==> src/rtl/enc_stream_seq_pkg.sv <==
// Shared types and constants for the encrypt-stage stream sequencer.
package enc_stream_seq_pkg;

    localparam int BYTE_W = 8;
    localparam logic [BYTE_W-1:0] LFSR_TAPS = 8'hB8;
    localparam logic [BYTE_W-1:0] ZERO_SEED_SUB = 8'h01;

    typedef enum logic [1:0] {
        ST_IDLE,
        ST_RUN,
        ST_DRAIN
    } state_e;

    // An all-zero LFSR never leaves zero, so substitute a live seed.
    function automatic logic [BYTE_W-1:0] seed_fix(
        input logic [BYTE_W-1:0] s
    );
        return (s == '0) ? ZERO_SEED_SUB : s;
    endfunction

    function automatic logic [BYTE_W-1:0] lfsr_next(
        input logic [BYTE_W-1:0] k
    );
        return {k[BYTE_W-2:0], ^(k & LFSR_TAPS)};
    endfunction

endpackage

==> src/rtl/enc_stream_seq_if.sv <==
// Byte stream in/out and ENCRYPT-side bus of the stream sequencer.
interface enc_stream_seq_if;
    import enc_stream_seq_pkg::*;

    logic              in_valid;
    logic [BYTE_W-1:0] in_data;
    logic              in_ready;
    logic [BYTE_W-1:0] enc_num;
    logic [BYTE_W-1:0] enc_key;
    logic [BYTE_W-1:0] enc_result;
    logic              out_valid;
    logic [BYTE_W-1:0] out_data;
    logic              out_ready;

    modport master (
        input  in_valid, in_data,
        output in_ready,
        output enc_num, enc_key,
        input  enc_result,
        output out_valid, out_data,
        input  out_ready
    );

    modport slave (
        output in_valid, in_data,
        input  in_ready,
        input  enc_num, enc_key,
        output enc_result,
        input  out_valid, out_data,
        output out_ready
    );

endinterface

==> src/rtl/enc_stream_seq_out_fifo.sv <==
// Synchronous first-word-fall-through FIFO with occupancy count.
module enc_out_fifo #(
    parameter int DEPTH = 4,
    parameter int W     = 8
) (
    input  logic                   clk,
    input  logic                   reset,
    input  logic                   push_i,
    input  logic [W-1:0]           data_i,
    input  logic                   pop_i,
    output logic [W-1:0]           data_o,
    output logic                   valid_o,
    output logic [$clog2(DEPTH):0] count_o
);

    localparam int AW = $clog2(DEPTH);

    logic [W-1:0]  mem_q [DEPTH];
    logic [AW-1:0] wr_q, wr_d;
    logic [AW-1:0] rd_q, rd_d;
    logic [AW:0]   cnt_q, cnt_d;
    logic          do_push;
    logic          do_pop;

    assign do_pop  = pop_i && (cnt_q != '0);
    assign do_push = push_i && ((cnt_q != (AW+1)'(DEPTH)) || do_pop);

    always_comb begin
        wr_d  = wr_q;
        rd_d  = rd_q;
        cnt_d = cnt_q;
        if (do_push) wr_d = wr_q + 1'b1;
        if (do_pop)  rd_d = rd_q + 1'b1;
        unique case ({do_push, do_pop})
            2'b10:   cnt_d = cnt_q + 1'b1;
            2'b01:   cnt_d = cnt_q - 1'b1;
            default: cnt_d = cnt_q;
        endcase
    end

    always_ff @(posedge clk) begin
        if (reset) begin
            wr_q  <= '0;
            rd_q  <= '0;
            cnt_q <= '0;
            for (int i = 0; i < DEPTH; i++) mem_q[i] <= '0;
        end else begin
            wr_q  <= wr_d;
            rd_q  <= rd_d;
            cnt_q <= cnt_d;
            if (do_push) mem_q[wr_q] <= data_i;
        end
    end

    assign data_o  = mem_q[rd_q];
    assign valid_o = (cnt_q != '0);
    assign count_o = cnt_q;

endmodule

==> src/rtl/enc_stream_seq.sv <==
// Feeds ENCRYPT with LFSR-keyed bytes and collects results in a FIFO.
// Optional ENC_STREAM_BYTE_CNT_EN adds a 16-bit popped-byte counter.
module enc_stream_seq
    import enc_stream_seq_pkg::*;
#(
    parameter int ENC_LATENCY = 1,
    parameter int FIFO_DEPTH  = 4
) (
    input  logic              clk,
    input  logic              reset,
    input  logic              key_load,
    input  logic [BYTE_W-1:0] key_seed,
    enc_stream_seq_if.master  bus,
`ifdef ENC_STREAM_BYTE_CNT_EN
    output logic [15:0]       byte_cnt,
`endif
    output logic              busy
);

    localparam int PW  = ENC_LATENCY + 1;
    localparam int CW  = $clog2(FIFO_DEPTH + PW + 1) + 1;
    localparam int FCW = $clog2(FIFO_DEPTH) + 1;

    state_e            state_q, state_d;
    logic [BYTE_W-1:0] key_q, key_d;
    logic [BYTE_W-1:0] pend_q, pend_d;
    logic [BYTE_W-1:0] num_q, num_d;
    logic [BYTE_W-1:0] ekey_q, ekey_d;
    logic [PW-1:0]     pipe_q, pipe_d;
    logic [CW-1:0]     inflight;
    logic [FCW-1:0]    fifo_cnt;
    logic              pipe_empty;
    logic              accept;
    logic              push;

    always_comb begin
        inflight = '0;
        for (int i = 0; i < PW; i++) inflight = inflight + CW'(pipe_q[i]);
    end

    // Counting in-flight tokens keeps the FIFO from ever overflowing.
    assign bus.in_ready = (state_q == ST_RUN) && !key_load &&
                          ((CW'(fifo_cnt) + inflight) < CW'(FIFO_DEPTH));
    assign accept       = bus.in_valid && bus.in_ready;
    assign pipe_empty   = (pipe_q == '0);
    assign push         = pipe_q[PW-1];

    always_comb begin
        state_d = state_q;
        key_d   = key_q;
        pend_d  = pend_q;
        num_d   = num_q;
        ekey_d  = ekey_q;
        pipe_d  = {pipe_q[PW-2:0], accept};
        unique case (state_q)
            ST_IDLE: begin
                if (key_load) begin
                    key_d   = seed_fix(key_seed);
                    state_d = ST_RUN;
                end
            end
            ST_RUN: begin
                if (key_load) begin
                    if (pipe_empty) begin
                        key_d = seed_fix(key_seed);
                    end else begin
                        pend_d  = key_seed;
                        state_d = ST_DRAIN;
                    end
                end else if (accept) begin
                    num_d  = bus.in_data;
                    ekey_d = key_q;
                    key_d  = lfsr_next(key_q);
                end
            end
            ST_DRAIN: begin
                if (key_load) pend_d = key_seed;
                if (pipe_empty) begin
                    key_d   = seed_fix(key_load ? key_seed : pend_q);
                    state_d = ST_RUN;
                end
            end
            default: state_d = ST_IDLE;
        endcase
    end

    always_ff @(posedge clk) begin
        if (reset) begin
            state_q <= ST_IDLE;
            key_q   <= '0;
            pend_q  <= '0;
            num_q   <= '0;
            ekey_q  <= '0;
            pipe_q  <= '0;
        end else begin
            state_q <= state_d;
            key_q   <= key_d;
            pend_q  <= pend_d;
            num_q   <= num_d;
            ekey_q  <= ekey_d;
            pipe_q  <= pipe_d;
        end
    end

    assign bus.enc_num = num_q;
    assign bus.enc_key = ekey_q;

    enc_out_fifo #(
        .DEPTH (FIFO_DEPTH),
        .W     (BYTE_W)
    ) u_fifo (
        .clk     (clk),
        .reset   (reset),
        .push_i  (push),
        .data_i  (bus.enc_result),
        .pop_i   (bus.out_ready),
        .data_o  (bus.out_data),
        .valid_o (bus.out_valid),
        .count_o (fifo_cnt)
    );

    assign busy = !pipe_empty || bus.out_valid;

`ifdef ENC_STREAM_BYTE_CNT_EN
    logic [15:0] cnt_q, cnt_d;

    always_comb begin
        cnt_d = cnt_q;
        if (bus.out_valid && bus.out_ready) cnt_d = cnt_q + 16'd1;
    end

    always_ff @(posedge clk) begin
        if (reset) cnt_q <= '0;
        else       cnt_q <= cnt_d;
    end

    assign byte_cnt = cnt_q;
`endif

endmodule

==> src/flat_wrapper.sv <==
// flat-port wrapper written by rule: the top's interface ports become plain ports
module enc_stream_seq_flat import enc_stream_seq_pkg::*;
#(
    parameter int ENC_LATENCY = 1,
    parameter int FIFO_DEPTH  = 4
)
  (clk, reset, key_load, key_seed, busy, bus_in_valid, bus_in_data, bus_in_ready, bus_enc_num, bus_enc_key, bus_enc_result, bus_out_valid, bus_out_data, bus_out_ready);
  enc_stream_seq_if bus_i ();
  input  logic clk;
  input  logic reset;
  input  logic key_load;
  input  logic [BYTE_W-1:0] key_seed;
  output logic busy;
  input wire logic [$bits(bus_i.in_valid)-1:0] bus_in_valid;
  input wire logic [$bits(bus_i.in_data)-1:0] bus_in_data;
  output wire logic [$bits(bus_i.in_ready)-1:0] bus_in_ready;
  output wire logic [$bits(bus_i.enc_num)-1:0] bus_enc_num;
  output wire logic [$bits(bus_i.enc_key)-1:0] bus_enc_key;
  input wire logic [$bits(bus_i.enc_result)-1:0] bus_enc_result;
  output wire logic [$bits(bus_i.out_valid)-1:0] bus_out_valid;
  output wire logic [$bits(bus_i.out_data)-1:0] bus_out_data;
  input wire logic [$bits(bus_i.out_ready)-1:0] bus_out_ready;
  assign bus_i.in_valid = bus_in_valid;
  assign bus_i.in_data = bus_in_data;
  assign bus_in_ready = bus_i.in_ready;
  assign bus_enc_num = bus_i.enc_num;
  assign bus_enc_key = bus_i.enc_key;
  assign bus_i.enc_result = bus_enc_result;
  assign bus_out_valid = bus_i.out_valid;
  assign bus_out_data = bus_i.out_data;
  assign bus_i.out_ready = bus_out_ready;
  enc_stream_seq #(.ENC_LATENCY(ENC_LATENCY), .FIFO_DEPTH(FIFO_DEPTH)) u_core (.clk(clk), .reset(reset), .key_load(key_load), .key_seed(key_seed), .bus(bus_i), .busy(busy));
endmodule
==> config.mk <==
export PLATFORM = sky130hd
export DESIGN_NAME = enc_stream_seq_flat
export DESIGN_NICKNAME = d
export VERILOG_FILES = /design/src/rtl/enc_stream_seq_pkg.sv /design/src/rtl/enc_stream_seq_if.sv /design/src/rtl/enc_stream_seq_out_fifo.sv /design/src/rtl/enc_stream_seq.sv /design/src/flat_wrapper.sv
export SDC_FILE = /design/constraint.sdc
export NUM_CORES = 1
export LEC_CHECK = 0
export ABC_AREA = 1
export BUFFER_PORTS_ARGS = -buffer_cell sky130_fd_sc_hd__buf_2
export CORE_MARGIN = 5
export CORE_UTILIZATION = 30
export CTS_BUF_LIST = sky130_fd_sc_hd__clkbuf_4
export DETAILED_ROUTE_END_ITERATION = 7
export GPL_TIMING_DRIVEN = 0
export SYNTH_ARGS = -nofsm -noshare
export SYNTH_HDL_FRONTEND = slang
export SYNTH_SLANG_ARGS = --single-unit
export TNS_END_PERCENT = 1
==> constraint.sdc <==
create_clock -name clk -period 1.78 [get_ports clk]
set_input_delay 0.178 -clock clk [delete_from_list [all_inputs] [get_ports clk]]
set_output_delay 0.178 -clock clk [all_outputs]
set_load 0.05 [all_outputs]
After elaboration in Yosys (flattened, before gate mapping)
Memory sizes are Yosys's and may differ from the RTL's. A register that Yosys moved wholly into a read port is not among the register bits.
Index checks and enable logic that the tools add are counted.
Widths: inputs -> output; s select.
{"block": "totals", "reg_bits": 43, "mem_bits_rw": 32, "in_bits": 29, "output_inout_bits": 27, "mem_count": 1}
{"memory": "u_core.u_fifo.mem_q", "words": 4, "word_bits": 8, "rd": 1, "rd_ports_with_merged_regs": 1, "write_ports": 4, "line": "enc_stream_seq_out_fifo.sv:18", "text": "logic [W-1:0] mem_q [DEPTH];"}
{"block": "op_classes", "addsub": 6, "n_lt_le_gt_ge": 1, "eq_ne": 11, "muxes": 28, "n_bitwise": 1, "n_reduce_logical": 23}
{"operator": "$mux 8", "count": 11}
{"operator": "$pmux 8 s3", "count": 1}
{"operator": "$logic_not 8->1", "count": 2}
{"operator": "$pmux 8 s2", "count": 1}
{"operator": "$mux 2", "count": 7}
{"operator": "$reduce_or 8->1", "count": 1}
{"operator": "$reduce_xor 8->1", "count": 1}
{"operator": "$mux 1", "count": 6}
{"operator": "$ne 2x2->1 const B", "count": 3}
{"operator": "$ne 3x2->1 const B", "count": 2}
{"operator": "$pmux 2 s3", "count": 1}
{"operator": "$pmux 3 s2", "count": 1}
{"operator": "$reduce_and 3->1", "count": 2}
{"operator": "$reduce_bool 3->1", "count": 2}
{"operator": "$logic_and 1x1->1", "count": 5}
{"operator": "$reduce_and 5->1", "count": 1}
{"operator": "$add 2x1->2 const B", "count": 2}
{"operator": "$add 3x4->4", "count": 1}
{"operator": "$eq 2x1->1 const B", "count": 2}
{"operator": "$eq 2x2->1 const B", "count": 2}
{"operator": "$logic_not 2->1", "count": 2}
{"operator": "$lt 4x3->1 const B", "count": 1}
{"operator": "$reduce_and 4->1", "count": 1}
{"operator": "$reduce_bool 2->1", "count": 2}
{"operator": "8 further kinds", "count": 10}

Longest topological paths before layout
Gate-level depths: netlist of run 1.
{"block": "logic_depth", "ltp_word": 9, "depth_mapped": 11, "mapped_depth_nobuf": 11}

Hierarchy
Synthesis of run 1 repeated with hierarchy kept, for this count alone.
{"block": "hier_totals", "cells_unflattened": 476, "area_unflattened_um2": 3768.6}
{"module": "enc_stream_seq", "n_inst": 1, "cells_per_inst": 286, "area_per_inst_um2": 1926.8, "seq_area_each_um2": 720.7}
{"module": "enc_out_fifo", "n_inst": 1, "cells_per_inst": 190, "area_per_inst_um2": 1841.8, "seq_area_each_um2": 1141.1}

Worst setup path after synthesis of run 1
OpenSTA, ideal clock, no wires.
{"block": "synth_path", "path_kind": "flip-flop to flip-flop", "start": "reg u_core.u_fifo.cnt_q[2], in the netlist u_core.u_fifo.count_o[2]", "end": "reg u_core.u_fifo.cnt_q[2], in the netlist u_core.u_fifo.count_o[2]", "setup_time_ps": 115, "arrival_ps": 2001, "required_time_ps": 1665, "path_slack_ps": -336, "stages_incl_launch_ff": 10, "path_cell_list": "dfxtp_1 inv_1 nand2_1 nand2_1 inv_1 nand2_1 fa_1 or2_2 a21oi_1 nor2_1"}
{"block": "synth_between", "elab_chain_len": 6}
{"element": "from (decl)", "line": "enc_stream_seq_out_fifo.sv:21", "text": "logic [AW:0] cnt_q, cnt_d;"}
{"element": "from (signal assigned)", "line": "enc_stream_seq_out_fifo.sv:50", "text": "cnt_q <= cnt_d;"}
{"element": "$reduce_bool 3->1 (*)"}
{"element": "net bus_out_valid", "line": "flat_wrapper.sv:20", "text": "output wire logic [$bits(bus_i.out_valid)-1:0] bus_out_valid;"}
{"element": "$logic_and 1x1->1 (*)", "line": "enc_stream_seq_out_fifo.sv:25", "text": "assign do_pop = pop_i && (cnt_q != '0);"}
{"element": "$logic_or 1x1->1", "line": "enc_stream_seq_out_fifo.sv:26", "text": "assign do_push = push_i && ((cnt_q != (AW+1)'(DEPTH)) || do_pop);"}
{"element": "$logic_and 1x1->1", "line": "enc_stream_seq_out_fifo.sv:26"}
{"element": "$eq 2x1->1 or $eq 2x2->1 (tied branches)", "line": "enc_stream_seq_out_fifo.sv:34", "text": "unique case ({do_push, do_pop})"}
{"element": "$pmux 3 s2 or $reduce_bool 2->1 (tied branches)"}
The timed path passes the listed nets; every way through them passes the cells marked *.
A chain may end at the register's enable or synchronous reset.

Final worst setup path of run 1
{"block": "layout_path", "start": "reg u_core.pipe_q[1]", "end": "out bus_in_ready"}
{"block": "layout_between", "elab_chain_len": 4}
{"element": "from (decl)", "line": "enc_stream_seq.sv:29", "text": "logic [PW-1:0] pipe_q, pipe_d;"}
{"element": "from (signal assigned)", "line": "enc_stream_seq.sv:101", "text": "pipe_q <= pipe_d;"}
{"element": "$add 1x1->2", "line": "enc_stream_seq.sv:38", "text": "for (int i = 0; i < PW; i++) inflight = inflight + CW'(pipe_q[i]);"}
{"element": "$add 3x4->4", "line": "enc_stream_seq.sv:43", "text": "((CW'(fifo_cnt) + inflight) < CW'(FIFO_DEPTH));"}
{"element": "$lt 4x3->1", "line": "enc_stream_seq.sv:43"}
{"element": "$logic_and 1x1->1", "line": "enc_stream_seq.sv:42", "text": "assign bus.in_ready = (state_q == ST_RUN) && !key_load &&"}
{"element": "to (decl)", "line": "flat_wrapper.sv:16", "text": "output wire logic [$bits(bus_i.in_ready)-1:0] bus_in_ready;"}
No other way between the ends.

==> impl_results.md, run 1 <==
* Status: finished, violations left
* Crit path buffers/inverters at 2
* Clock root buffer master: clkbuf_4
* Final worst path period need at 1850 ps
* Violated checks: negative setup slack
* Most area-hungry cell type in the Yosys netlist: edfxtp_1
* RSZ-0062 raised after global routing: true
* Share of cells above drive strength 1 at 0.229
* Seq/Total Area, Yosys at 0.503
* CP endpoint kind: output port
* Vias at 3361
* Site row count at 40
* CP Depth at 6
* H-tree lvl count at 3
* DP Area at 4210 um^2
* Post-Synthesis Cells at 473
* Main synth FF type: dfxtp_1
* Final period util at 1.04
* Fin Setup TNS at -78.6 ps
* TritonCTS clock tree: done
* Worst-Margin Slew at 855 ps
* Yosys top cell area share at 0.260
* Final setup viols at 2
* Pins Over Slew Limit at 0
* DR WL/cell at 12.9 um
* Most common cell in the netlist: nor2_1
* Max rail drop VDD at 0.775 mV
* Post-synth top cells: nor2_1 (111), o21ai_0 (62), inv_1 (61), nand2_1 (61), dfxtp_1 (45)
* CP peak stage delay at 360 ps
* Post-DP HPWL at 6670 um
* Max Freq at 542 MHz
* Power Total at 6.38 mW
* Relative slew slack at 0.430
* Num ports at 56
* Vias/cell at 4.62
* Clock skew at 13.9 ps
* Global-route wire length before repair at 16000 um
* Initial DRC Count at 199
* Final net count at 593
* Die area at 14700 um^2
* Synth Register Bits at 77
* Type of origin of the critical path: register
* Library cells used by synthesis at 34
* P_leak at 2.03 nW
* DRC Markers at 0
* Clock-pin slew on the worst setup and hold paths at 130 ps
* Starting Density at 0.307
* CP required at 1600 ps
* Avg Inst Size Synth at 7.82 um^2
* Chip Width at 121 um
* Number of fillers in the final layout at 1234
* Post-Syn Nets at 511
* Initial antenna violation count at 0
* Routability cong. at 0.834
* WHS at 37.9 ps
* Clk sinks at 77
* IO Port Bufs at 54
* Core area at 12100 um^2
* Worst path top cell family by delay: adder cells
* Final ANT Viol Nets at 0
* Longest Clk Path Bufs at 2
* GRT Total Usage at 0.137
* Max cap viols at 0
* Design area at 4720 um^2
* Pwr/cell area at 1350 nW/um^2
* Slowest-stage cell, CP: dfxtp_2
* Hold Vio Cnt, Final at 0
* Hold/Removal Path Class: in -> reg
* Crit path DAT at 1670 ps
* Post-synthesis cell area at 3700 um^2
* Drt total wl at 9410 um
* Total gr overflow at 0
* Top cell by count, worst path: ha_2
* FFs w/ async S/R, synth at 0
* Worst Hold Depth at 3
* Final WS setup at -66.6 ps
* Yosys Warn Count at 0
* Area grow syn2layout at 27.5%
* CP cell instances: ha_2 > ha_2 > nand3_2 > nand2_2 > inv_1 > buf_6
* CP Class: reg -> out
* TritonRoute pass-1 iters at 4
* Inserted Clock Buffers at 9
* Die height at 121 um
* Vias in the first global route at 3394
* Pin count of the biggest net entering global routing at 14
* Number of synthesized flops with an enable pin at 32
* ANT cells at 0
* Skew-Pair Late Insertion Delay at 440 ps
* Worst-path fanout max at 4
* Dominant cells by area after synthesis: edfxtp_1 (26%), dfxtp_1 (24%), nor2_1 (11%)
* R2R cell count at 10
==> report_power, final <==
group | leakage [nW] | total (mW) | switching (mW) | internal [mW]
logic | 1.25 | 2.91 | 1.96 | 0.956
registers | 0.703 | 2.38 | 0.234 | 2.14
clock network | 0.0740 | 1.09 | 0.644 | 0.441
==> cell families after synthesis <==
| kind of cell | share of synthesized area |
|---|---|
| AO/OA/AOI/OAI | 0.153 |
| XOR/XNOR | 0.00947 |
| adder cells (fa/ha/maj) | 0.0325 |
| buffers and inverters | 0.0889 |
| flip-flops | 0.503 |
| AND/OR/NAND/NOR | 0.213 |
==> worst register-to-register path, stage by stage, from the launching register on <==
cell and delay (ps):
dfxtp_4 410, nor2_4 70, nand2_8 60, nand2_1 70, inv_2 100, nand2_1 90, fa_1 380, or2_2 320
nand3_1 70, nand2_1 50, nor2_1 120
==> state kept, by name, indices dropped and copies added (netlist names), named ones only <==
name,flops
u_core.u_fifo.mem_q,32
u_core.bus.enc_key,8
u_core.bus.enc_num,8
u_core.state_q,2
u_core.u_fifo.count_o,3
u_core.u_fifo.rd_q,2
u_core.pipe_q,2
u_core.u_fifo.wr_q,2
u_core.pend_q,8
u_core.key_q,8
==> worst paths after layout <==
kind,start,end,slack (ps)
worst max-delay path,u_core.pipe_q[1]$_SDFF_PP0_,bus_in_ready,-70
worst min register to register,u_core.u_fifo.rd_q[1]$_SDFFE_PP0N_,register,470
worst min-delay path,bus_enc_result[0],u_core.u_fifo.mem_q[0][0]$_SDFFCE_PN0P_,40
worst max register to register,u_core.u_fifo.count_o[0]$_SDFFE_PP0P_,u_core.u_fifo.count_o[2]$_SDFFE_PP0P_,-10
==> cells in the final DEF (no fill, tap or decap), types with 2 or more instances in the layout <==
master         count
nor2_4             4
a21oi_1           24
nand3_1            8
edfxtp_1          32
nand2_8            2
clkinv_4           2
inv_2              8
xnor2_1            2
nand2_1           57
dfxtp_4            3
or2_2              2
dlygate4sd3_1     17
o21ai_0           58
nor2_1           106
clkinv_1           2
nand2_2            3
buf_8              2
clkbuf_4          10
ha_1               4
buf_6              2
a21oi_2            2
buf_2             48
buf_4             12
ha_2               3
dfxtp_2            5
a31oi_1            6
xor2_1             2
o22ai_2            2
nand3_2            2
inv_1             55
o21ai_1            3
nand2_4            2
nor2_2             2
o22ai_1            8
clkbuf_1           4
dfxtp_1           37
==> cell type report <==
type	instances	area, um^2	area share
flip-flops and latches	77	1880	0.398
clock buffers	10	75.1	0.0159
well taps	168	210	0.0445
multi-input cells	314	1660	0.352
plain buffers	16	108	0.0228
inverters	66	255	0.0541
clock inverters	6	63.8	0.0135
repair buffers	71	469	0.0994
==> per-layer routing <==
| metal | wire length (um) | part of all wire | GRT usage | vias up |
|---|---|---|---|---|
| met5 | 0 | 0 | 0 | - |
| met4 | 146 | 0.016 | 0.0630 | 0 |
| met3 | 521 | 0.055 | 0.0345 | 15 |
| met2 | 4380 | 0.47 | 0.214 | 87 |
| met1 | 4360 | 0.46 | 0.179 | 1564 |
| li1 | - | - | - | 1695 |
==> repair_timing <==
item                                    CTS  global route
pin swaps                                 2             3
gates resized for setup                  44            28
endpoints found under the setup margin   60            73
hold buffers                             17             0
endpoints found under the hold margin    17             0
buffers inserted                          0             0
==> stage by stage <==
| stage | util | setup WS [ps] | instances |
|---|---|---|---|
| floorplan | - | -1.94 | 473 |
| global placement | 0.348 | -571 | 695 |
| detailed placement | 0.349 | -585 | 695 |
| CTS | 0.385 | -131 | 728 |
| global route | 0.391 | -135 | 728 |
| finish | 0.391 | -66.6 | 728 |
Power figures use the tool's default switching activity.
==> inputs of run 2 (changes only) <==
Settings changed: CORE_UTILIZATION 30 to 35, GPL_TIMING_DRIVEN 0 to default.
==> run 2 against run 1 <==
  * The flow still finishes with violations (negative setup slack)
  * Combinational power up 7.6%
  * Core utilization up 6.9 points
  * Die area down 13%
  * Clock skew up 8.7 ps
  * Register-to-register slack better by 30 ps
  * First-iteration DRC count down 3.0%
  * Critical path depth down 1
  * Total power up 1.2%
  * Sequential share of layout area down 0.37 points
  * Design area up 0.74%
  * Critical path type unchanged
==> impl_results.md, run 2 (synthesized netlist as in run 1, its figures left out) <==
* Status: finished, violations left
* Violated checks: negative setup slack
* Final setup viols at 5
* Area grow syn2layout at 28.5%
* Hold Vio Cnt, Final at 0
* Final worst path period need at 1810 ps
* Max rail drop VDD at 0.750 mV
* Worst-path fanout max at 7
* Clock-pin slew on the worst setup and hold paths at 150 ps
* Global-route wire length before repair at 16000 um
* Total gr overflow at 0
* Clock root buffer master: clkbuf_4
* H-tree lvl count at 3
* Pins Over Slew Limit at 0
* Core area at 10300 um^2
* Type of origin of the critical path: register
* Skew-Pair Late Insertion Delay at 450 ps
* Vias in the first global route at 3374
* Inserted Clock Buffers at 9
* Share of cells above drive strength 1 at 0.269
* Worst-Margin Slew at 402 ps
* Hold/Removal Path Class: in -> reg
* Post-DP HPWL at 6620 um
* Dpl ws at 1.53 ps
* Clk sinks at 77
* Pwr/cell area at 1360 nW/um^2
* Reg with most FFs: u_core.u_fifo.mem_q
* Initial antenna violation count at 0
* Chip Width at 113 um
* Number of fillers in the final layout at 1021
* CP endpoint kind: output port
* Slowest-stage cell, CP: dfxtp_4
* Max reg flops at 32
* CP cell instances: clkinvlp_4 > buf_6 > nor2_1 > o22ai_1 > buf_4
* Final WS setup at -28.8 ps
* P_leak at 2.09 nW
* Most frequent cells in the layout: nor2_1 (102), o21ai_0 (60), nand2_1 (57)
* Die area at 12700 um^2
* DR WL/cell at 13.4 um
* Longest Clk Path Bufs at 2
* TritonRoute pass-1 iters at 7
* Relative slew slack at 0.730
* Vias at 3346
* RSZ-0062 raised after global routing: true
* Clock skew at 22.5 ps
* Starting Density at 0.359
* Routability cong. at 0.803
* Vias/cell at 4.73
* Most common cell after layout, fill and taps aside: nor2_1
* Final period util at 1.02
* Site row count at 37
* Crit path DAT at 1630 ps
* IO Port Bufs at 55
* Max cap viols at 0
* GRT Total Usage at 0.155
* Pin count of the biggest net entering global routing at 27
* Final ANT Viol Nets at 0
* ANT cells at 0
* CP required at 1600 ps
* Die height at 113 um
* Drt total wl at 9470 um
* Initial DRC Count at 193
* Num ports at 56
* Fin Setup TNS at -75.8 ps
* CP Class: reg -> out
* Final net count at 605
* Max Freq at 553 MHz
* TritonCTS clock tree: done
* CP peak stage delay at 410 ps
* DRC Markers at 0
-- run 2: changes by cell type in the layout (fill, tap and decap cells not counted), moves of 4 or more --
cell,before,now
clkbuf_1,4,0
buf_6,2,8
dlygate4sd3_1,17,9
buf_4,12,33
nor2_1,106,102
nor2_2,2,7
-- run 2: worst paths after layout --
path	end	slack, ps	cells past startpoint	startpoint
max	bus_out_data[5]	-30	5	register
min	u_core.u_fifo.mem_q[0][1]$_SDFFCE_PN0P_	20	3	bus_enc_result[1]
max reg2reg	u_core.u_fifo.count_o[2]$_SDFFE_PP0P_	20	10	u_core.u_fifo.count_o[2]$_SDFFE_PP0P_
min reg2reg	u_core.u_fifo.rd_q[1]$_SDFFE_PP0N_	480	2	u_core.u_fifo.rd_q[1]$_SDFFE_PP0N_
-- run 2: where the power goes --
group          switching, mW  leakage [nW]  internal (mW)  total, mW
Combinational           2.04          1.32           1.09       3.13
Sequential             0.203         0.702           2.14       2.34
Clock                  0.673        0.0670          0.312      0.985
-- run 2: per-layer routing --
| layer | global-route usage | share of wire | up-vias |
|---|---|---|---|
| met3 | 0.0353 | 0.049 | 18 |
| li1 | - | - | 1721 |
| met1 | 0.202 | 0.47 | 1526 |
| met2 | 0.256 | 0.47 | 81 |
| met4 | 0.0489 | 0.015 | 0 |
| met5 | 0 | 0 | - |
-- run 2: stage by stage --
step	power, mW	utilization	instance area [um^2]	instances	hold slack (ps)
floorplan	4.39	-	3720	473	340
global placement	5.06	0.415	4290	673	424
detailed placement	5.12	0.415	4290	673	437
CTS	6.35	0.451	4660	706	1.06
global route	6.91	0.461	4750	708	7.15
finish	6.45	0.461	4750	708	22.7
-- run 2: layout make-up --
type                    count  area, um^2  area share
inverters                  66         254      0.0534
clock inverters             6        47.5      0.0100
repair inverters            1        5.00     0.00105
clock buffers              10        75.1      0.0158
flip-flops and latches     77        1880       0.394
repair buffers             98         693       0.146
well taps                 136         170      0.0358
multi-input cells         314        1630       0.344
-- run 2: what timing repair did --
item | 4_1_cts | 5_1_grt
pin swaps | 5 | 6
hold endpoints to repair | 7 | 2
cloned | 1 | 0
hold buffers | 7 | 2
endpoints found under the setup margin | 10 | 37
buffers inserted | 9 | 0
gates resized for setup | 33 | 27
-- run 2: worst max-delay path: cells and delay by family (launching register included) --
kind / cells / cell delay, ps
buf+inv: 3 / 600
flops: 1 / 410
simple gates: 1 / 90
compound gates: 1 / 90
==> inputs of run 3 (changes only) <==
Settings changed: CORE_UTILIZATION 35 to 50, PLACE_DENSITY from default to 0.74.
==> run 3 against run 2 <==
  * The run now ends clean
  * Wire length down 10%
  * Via count down 2.0%
  * Worst setup slack better by 30 ps
  * Sequential share of layout area up 2.4 points
  * Critical endpoint is now bus_in_ready
  * Largest power group unchanged
==> impl_results.md, run 3 (synthesized netlist as in run 1, its figures left out) <==
* Status: completed
* Most common cell after layout, fill and taps aside: nor2_1
* Max cap viols at 0
* Clock-pin slew on the worst setup and hold paths at 120 ps
* Vias at 3280
* Crit path DAT at 1600 ps
* Share of cells above drive strength 1 at 0.224
* FF/Latch Area at 1880 um^2
* Max Freq at 562 MHz
* Initial antenna violation count at 0
* Clock root buffer master: clkbuf_4
* Int Pwr at 3.52 mW
* Final ANT Viol Nets at 0
* RSZ-0062 raised after global routing: true
* P_sw at 2.72 mW
* Most frequent cells in the layout: nor2_1 (110), o21ai_0 (61), nand2_1 (59)
* Final setup viols at 0
* Multi-input logic area at 1550 um^2
* Global-route wire length before repair at 14100 um
* IO Port Bufs at 55
* Max reg flops at 32
* CP Class: reg -> out
* Hold Crit Endpoint: u_core.bus.enc_num[3]$_SDFFE_PP0P_
* Chip Width at 96.0 um
* Pin count of the biggest net entering global routing at 30
* GRT Total Usage at 0.197
* Share of power burned in combinational logic at 0.453
* Final period util at 0.999
* ANT cells at 0
* H-tree lvl count at 3
* Die height at 96.0 um
* DRC Markers at 0
* Routability cong. at 0.860
* Pwr/cell area at 1390 nW/um^2
* Clock power share at 0.170
* Vias in the first global route at 3207
* Hold Vio Cnt, Final at 0
* R2R Path End: u_core.u_fifo.count_o[2]$_SDFFE_PP0P_
* Pins Over Slew Limit at 0
* P_leak at 2.02 nW
* Worst-path fanout max at 3
* Reg with most FFs: u_core.u_fifo.mem_q
* Final net count at 590
* Hold Startpoint: bus_in_data[3]
* Worst Hold Depth at 3
* DR WL/cell at 12.9 um
* R2R cell count at 9
* Hold/Removal Path Class: in -> reg
* Clock skew at 19.9 ps
* Inserted Clock Buffers at 9
* Clk sinks at 77
* Flop pwr share at 0.376
* Fin util at 0.621
* Total gr overflow at 0
* Register-to-register setup slack at 60 ps
* Num ports at 56
* Number of fillers in the final layout at 669
* Relative slew slack at 0.761
* Area grow syn2layout at 21.1%
* Max rail drop VDD at 0.736 mV
* Longest Clk Path Bufs at 2
* Starting Density at 0.513
* Worst-Margin Slew at 355 ps
* Initial DRC Count at 111
* TritonCTS clock tree: done
* Vias/cell at 5.00
* Sw frac at 0.436
* Die area at 9220 um^2
* Post-DP HPWL at 6100 um
* TritonRoute pass-1 iters at 5
* Core area at 7210 um^2
* Final worst path period need at 1780 ps
* CP endpoint kind: output port
* Type of origin of the critical path: register
* Drt total wl at 8490 um
* CP required at 1600 ps
* Skew-Pair Late Insertion Delay at 420 ps
* R2R Path Start: u_core.u_fifo.count_o[0]$_SDFFE_PP0P_
* WHS at 23.7 ps
* Site row count at 31
[run 3: power groups by stage]
stage	registers, mW	logic, mW	clock network [mW]
after global routing	2.39	3.12	1.18
after global placement	2.34	2.65	0
after floorplan	2.48	1.90	0
after detailed placement	2.35	2.69	0
final	2.35	2.83	1.06
after CTS	2.34	2.83	1.09
[run 3: worst max-delay path by stage]
stage	startpoint	endpoint	slack [ps]	cells after the start
detailed placement	u_core.u_fifo.count_o[1]$_SDFFE_PP0P_	u_core.u_fifo.count_o[2]$_SDFFE_PP0P_	20	9
global route	u_core.pipe_q[1]$_SDFF_PP0_	bus_in_ready	-70	6
floorplan	register	bus_out_data[5]	-2	4
CTS	u_core.pipe_q[1]$_SDFF_PP0_	bus_in_ready	-40	6
global placement	u_core.u_fifo.count_o[1]$_SDFFE_PP0P_	u_core.u_fifo.count_o[2]$_SDFFE_PP0P_	100	9
finish	u_core.pipe_q[1]$_SDFF_PP0_	bus_in_ready	1	6
[run 3: what timing repair did]
item | 4_1_cts | 5_1_grt
pin swaps | 4 | 1
setup endpoints to repair | 9 | 27
gates resized for setup | 20 | 7
hold buffers | 3 | 0
hold endpoints to repair | 3 | 0
setup buffers | 2 | 0
[run 3: area by class of cell]
class                           count  share of cell area
Sequential cell                    77               0.419
Inverter                           66              0.0561
Multi-Input combinational cell    314               0.346
Clock inverter                      6              0.0142
Timing Repair Buffer               84               0.121
Clock buffer                       10              0.0167
Tap cell                           99              0.0276
[run 3: metrics by stage]
step | TNS [ps] | total power [mW] | cell area [um^2] | instances | worst slack [ps]
after global placement | 0 | 4.98 | 4220 | 635 | 97.4
after floorplan | -3.88 | 4.39 | 3720 | 473 | -1.94
after CTS | -37.7 | 6.26 | 4470 | 656 | -37.7
after global routing | -161 | 6.68 | 4480 | 656 | -67.7
final | 0 | 6.24 | 4480 | 656 | 1.35
after detailed placement | 0 | 5.05 | 4220 | 635 | 16.8
[run 3: worst max-delay path: stages, from the launching register on]
cell and delay [ps]:
dfxtp_2 350, ha_2 170, ha_1 220, nor3_4 140, nand2_1 80, inv_1 70, buf_6 150
[run 3: routing by layer]
metal	track usage	share of wire
met1	0.243	0.42
met2	0.338	0.50
met3	0.0422	0.068
met4	0.0735	0.014
met5	0	0
